==> src/rtl/cavlc_pkg.sv <==
// Shared constants for the CAVLC bit-window alignment stage.
package cavlc_pkg;

  localparam int WORD_W    = 32;
  localparam int WIN_W     = 16;
  localparam int BUF_W     = 64;
  localparam int MAX_SHIFT = 16;
  localparam int LEVEL_W   = 7;
  localparam int AMT_W     = 6;

endpackage

==> src/rtl/cavlc_left_shifter.sv <==
// Combinational 64-bit left barrel shifter, amount 0..63, zero fill from the right.
module cavlc_left_shifter
  import cavlc_pkg::*;
(
  input  logic [BUF_W-1:0] i_data,
  input  logic [AMT_W-1:0] i_amt,
  output logic [BUF_W-1:0] o_data
);

  assign o_data = i_data << i_amt;

endmodule

==> src/rtl/cavlc_bit_window.sv <==
// Bitstream alignment buffer: 64-bit left-aligned store, 16-bit lookahead window.
// Optional build macro CAVLC_BYTE_ALIGN_EN adds AlignEn and byte-alignment tracking.
module cavlc_bit_window #(
  parameter int WORD_W = 32,
  parameter int WIN_W  = 16,
  parameter int BUF_W  = 64
) (
  input  logic                Clk,
  input  logic                Rst_n,
  input  logic [WORD_W-1:0]   InData,
  input  logic                InValid,
  output logic                InReady,
  output logic [WIN_W-1:0]    Window,
  output logic                WindowValid,
  input  logic                ShiftEn,
  input  logic [4:0]          ShiftAmt,
  output logic [6:0]          Level,
`ifdef CAVLC_BYTE_ALIGN_EN
  input  logic                AlignEn,
`endif
  output logic                ShiftErr
);
  import cavlc_pkg::*;

  logic [BUF_W-1:0]   r_buf;
  logic [LEVEL_W-1:0] r_count;
  logic               r_shift_err;

  logic               w_amt_ok;
  logic               w_shift;
  logic               w_load;
  logic               w_err;
  logic [4:0]         w_s;
  logic [LEVEL_W-1:0] w_rem;
  logic [AMT_W-1:0]   w_load_amt;
  logic [BUF_W-1:0]   w_consumed;
  logic [BUF_W-1:0]   w_placed;

  assign Window      = r_buf[BUF_W-1 -: WIN_W];
  assign WindowValid = (r_count >= LEVEL_W'(WIN_W));
  assign InReady     = (r_count <= LEVEL_W'(WORD_W));
  assign Level       = r_count;
  assign ShiftErr    = r_shift_err;

  assign w_amt_ok = (ShiftAmt != 5'd0) && (ShiftAmt <= 5'(MAX_SHIFT));
  assign w_shift  = ShiftEn & WindowValid & w_amt_ok;
  assign w_load   = InValid & InReady;

`ifdef CAVLC_BYTE_ALIGN_EN
  logic [2:0] r_bitpos;
  logic [2:0] w_align_amt;
  logic       w_align;

  // Bits still needed to reach the next byte boundary: (8 - BitPos) mod 8.
  assign w_align_amt = 3'd0 - r_bitpos;
  assign w_align     = AlignEn & ~ShiftEn & (r_count >= {4'd0, w_align_amt});
  assign w_s         = w_shift ? ShiftAmt : (w_align ? {2'b00, w_align_amt} : 5'd0);
  assign w_err       = (ShiftEn & ~w_shift) | (ShiftEn & AlignEn);

  always_ff @(posedge Clk or negedge Rst_n) begin
    if (!Rst_n) begin
      r_bitpos <= 3'd0;
    end else begin
      r_bitpos <= r_bitpos + w_s[2:0];
    end
  end
`else
  assign w_s   = w_shift ? ShiftAmt : 5'd0;
  assign w_err = ShiftEn & ~w_shift;
`endif

  // A load only happens with Count <= 32, so the remainder fits in 6 bits there.
  assign w_rem      = r_count - {2'b00, w_s};
  assign w_load_amt = 6'd32 - w_rem[AMT_W-1:0];

  cavlc_left_shifter u_consume_shift (
    .i_data (r_buf),
    .i_amt  ({1'b0, w_s}),
    .o_data (w_consumed)
  );

  cavlc_left_shifter u_load_shift (
    .i_data ({{(BUF_W-WORD_W){1'b0}}, InData}),
    .i_amt  (w_load_amt),
    .o_data (w_placed)
  );

  always_ff @(posedge Clk or negedge Rst_n) begin
    if (!Rst_n) begin
      r_buf       <= '0;
      r_count     <= '0;
      r_shift_err <= 1'b0;
    end else begin
      r_buf       <= w_consumed | (w_load ? w_placed : '0);
      r_count     <= w_rem + (w_load ? LEVEL_W'(WORD_W) : '0);
      r_shift_err <= r_shift_err | w_err;
    end
  end

endmodule
==> config.mk <==
export PLATFORM = sky130hd
export DESIGN_NAME = cavlc_bit_window
export DESIGN_NICKNAME = d
export VERILOG_FILES = /design/src/rtl/cavlc_pkg.sv /design/src/rtl/cavlc_left_shifter.sv /design/src/rtl/cavlc_bit_window.sv
export SDC_FILE = /design/constraint.sdc
export NUM_CORES = 1
export LEC_CHECK = 0
export CAP_MARGIN = 15
export CORE_ASPECT_RATIO = 1.5
export CORE_MARGIN = 4
export CORE_UTILIZATION = 30
export CTS_CLUSTER_DIAMETER = 40
export CTS_CLUSTER_SIZE = 28
export DETAILED_ROUTE_END_ITERATION = 10
export GPL_TIMING_DRIVEN = 0
export PLACE_DENSITY = 0.54
export SLEW_MARGIN = 5
export SYNTH_ARGS = -nofsm -noshare
export SYNTH_HDL_FRONTEND = slang
export SYNTH_SLANG_ARGS = --single-unit
==> constraint.sdc <==
create_clock -name Clk -period 6.2 [get_ports Clk]
set_clock_uncertainty 0.1 [all_clocks]
set_input_delay 0.62 -clock Clk [delete_from_list [all_inputs] [get_ports Clk]]
set_output_delay 0.62 -clock Clk [all_outputs]
set_load 0.02 [all_outputs]
==> results of run 1 <==
kinds of logic (layout without fill, tap and decap cells):
family,Yosys count,after routing,share of synthesized area (%)
AO/OA/AOI/OAI,346,346,27.18
XOR/XNOR,9,9,1.288
adder cells (fa/ha/maj),8,8,1.119
buffers and inverters,171,253,8.302
flip-flops,72,72,18.74
multiplexers,211,211,27.27
AND/OR/NAND/NOR,333,333,16.10
layout by cell type, fill, tap and decap left out, drive strengths merged, types with 12 or more instances in the layout:
cell type      synthesis  layout
o21ai                 47      47
mux2i                130     130
buf                   78      78
o22ai                 14      14
dfrtp                 72      72
inv                   41      42
a31oi                 19      19
or3                   19      19
clkdlybuf4s50          0      64
a41oi                 17      17
o221ai                45      45
nand3                 39      39
o211ai                26      26
mux2                  45      45
clkbuf                51      63
o41a                  12      12
a21oi                 44      44
nand2                 97      97
nor3                  30      30
nor2                  97      97
mux4                  36      36
layer usage:
layer  part of all wire (%)  wire length (um)  global-route usage, %  up-vias
met5                      0                 0                      0        -
met4                     12              6385                  28.08        0
met3                    6.0              3172                  4.298      316
met2                     49             25550                  50.99      739
met1                     33             17420                  28.85     5272
li1                       -                 -                      -     4602
cell usage after synthesis (all sizes together), types with 7 or more instances:
| cell type | instances |
|---|---|
| mux2i | 130 |
| nor3 | 30 |
| o21a | 8 |
| o221a | 7 |
| a21oi | 44 |
| a221o | 11 |
| o31ai | 7 |
| buf | 78 |
| mux2 | 45 |
| clkbuf | 51 |
| ha | 7 |
| a41oi | 17 |
| nor2b | 11 |
| o21ai | 47 |
| dfrtp | 72 |
| a31oi | 19 |
| o2bb2ai | 7 |
| nand2 | 97 |
| nor2 | 97 |
| o221ai | 45 |
| o22ai | 14 |
| inv | 41 |
| o211ai | 26 |
| nand2b | 9 |
| a22oi | 7 |
| xnor2 | 8 |
| o41a | 12 |
| a211o | 9 |
| a211oi | 10 |
| or3 | 19 |
| mux4 | 36 |
| nand3 | 39 |
| a221oi | 10 |
metrics by stage:
step / std cells / TNS, ns
after global placement: 1625 / -23.50
after floorplan: 1150 / 0
after global routing: 1642 / 0
after CTS: 1643 / 0
after detailed placement: 1627 / -21.68
final: 1642 / 0
layout make-up:
class | count | area [um^2]
Fill cell | 3377 | 20560
Sequential cell | 72 | 1802
Inverter | 42 | 157.7
Multi-Input combinational cell | 907 | 7066
Buffer | 128 | 650.6
Tap cell | 410 | 513.0
Clock inverter | 6 | 67.56
Clock buffer | 10 | 229.0
Timing Repair Buffer | 67 | 680.7
how the worst min path moves through the flow:
stage / from / end / slack (ns)
4_1_cts: Rst_n / r_buf[26] / 0.02
5_1_grt: Rst_n / r_buf[26] / 0.02
3_3_place_gp: ShiftErr / ShiftErr / 0.35
3_5_place_dp: ShiftErr / ShiftErr / 0.35
2_1_floorplan: Rst_n / Level[0] / 0.22
6_report: Rst_n / r_buf[26] / 0.008
repair_timing:
action	in CTS	in global routing
pin swaps	0	1
setup endpoints to repair	26	32
resized for setup	10	9
registers in the layout, summed over array words and instances, names as in the netlist:
signal / count
r_buf: 64
ShiftErr: 1
Level: 7
==> summary.md, run 1 <==
| Metric | Value |
|---|---|
| Placed cell areas | approximately 11,000 um^2 |
| Top FF cell, synth | dfrtp_1 |
| Std-Cell Rows | 80 |
| CTS tree | built |
| CP Class | reg2reg |
| Clk_lat worst skew | roughly 0.37 ns |
| Hold crit path type | in2async |
| Crit path cell chain | o31ai_4 > nor3_4 > inv_2 > buf_2 > buf_2 > ha_1 > xnor2_4 > xor2_2 > buf_4 > buf_2 > nand2_1 > mux2i_1 > mux2i_1 > o221ai_1 |
| Final period util | a little over nine tenths |
| Cts bufs inserted | 9 |
| Nets@finish | roughly 1,300 |
| H-tree Lvls | 3 |
| Core ar. | 31,730 um^2 |
| Worst EP arrival | 6.25 ns |
| Critical-path maximum fanout | 10 |
| Pin count of the biggest net entering global routing | 63 |
| Seq/Total Area, Yosys | 18.74% |
| Total GRT Usage | 29.00% |
| #FFs+latches synth | 72 |
| I/O pins | 67 |
| Synth Area per Inst | around 8.4 um^2 |
| Slew Limit Fails | 0 |
| Final Hold Viols | 0 |
| # diodes | 0 |
| Share of post-route cells with drive strength above 1 | between 10% and 20% |
| R2r endpoint | r_buf[25] |
| CP max stage cell | o31ai_4 |
| CTS Buffer Depth | 2 |
| Total wire length | approximately 53 mm |
| Synthesized cell area | about 9600 um^2 |
| Final instance area | between 10,000 and 15,000 um^2 |
| CP Data Required Time | 6.35 ns |
| Routed vias | approximately 11,000 |
| Cts hold-fix bufs | 0 |
| Slew @ Worst Pin | 1.026 ns |
| Unrepaired setup endpoints after global routing | false |
| WHS | between 0.008 and 0.009 ns |
| Setup slack after layout | ~0.10 ns |
| Syn nets | 1,199 |
| FF-to-FF path depth | 14 |
| Post-route ant nets | 0 |
| Yosys warnings | 0 |
| Fin crit period | roughly 6.1 ns |
| Yosys top cell by area | dfrtp_1 |
| Worst Setup Start Kind | flip-flop |
| DRC Markers | 0 |
| CP top delay family | buffers and inverters |
| Main area contributors after synthesis | dfrtp_1, mux2i_1, mux4_2 |
| Yosys top cell area share | roughly a fifth |
| EDFF count, synth | 0 |
| Layout area overhead | 16.12% |
| DRT iter0 DRCs | roughly 1,300 |
| Worst path depth | 14 |
| Netlist cell types | 77 |
| Final setup viols | 0 |
| GP Congestion | 1.023 |
| CP most frequent cell | buf_2 |
| Critical Path Sink | r_buf[25] |
| Chip width | 154.2 um |
| Starting Density | between 30% and 40% |
| GR Overflow Total | 0 |
| DP HPWL | 43.05 mm |
| Vias/cell | 6.656 |
| Die area | ~35,000 um^2 |
| First-pass DRT Iterations | 6 |
| Avg WL per Cell | around 32 um |
| Initial antenna violation count | 0 |
| Crit. Startpoint | Level[6] |
| Number of max-cap violations | 0 |
| Die height | around 230 um |
| Post-CTS setup buffers | 0 |
| Reg clk slew, reported paths | 0.07 ns |
| I/O Buffers | 65 |
| First-pass GRT wire length | ~75 mm |
| Maximum single-stage delay on the critical path | 0.74 ns |
| Post-synthesis async set-or-reset flop share | 100.0% |
| Clk sinks | 72 |
| Worst Setup End Kind | flip-flop |
| Reg-to-Reg Start | Level[6] |
| Mapped Cells | approximately 1,200 |
| Placement Setup Slack | -1.131 ns |
| Slew HR | between 30% and 40% |
| FMAX | roughly 160 MHz |
| CTS root buf | clkbuf_16 |
| Reg2reg setup slack | around 0.10 ns |
| Status | completed |
| Worst path bufs/invs | 5 |
| Post-layout util | a little over a third |
| Vias in the first global route | 10,880 |
Power of run 1 is not shown: default switching activity piles up to over one toggle a cycle in this logic, so the estimate is an artifact.
==> run 2: changes to the inputs <==
Settings changed: CTS_CLUSTER_SIZE 28 to default.
==> results of run 2 <==
Final layout, timing and power as in run 1 (identical DEF).
Power of run 2 is left out for the same reason.
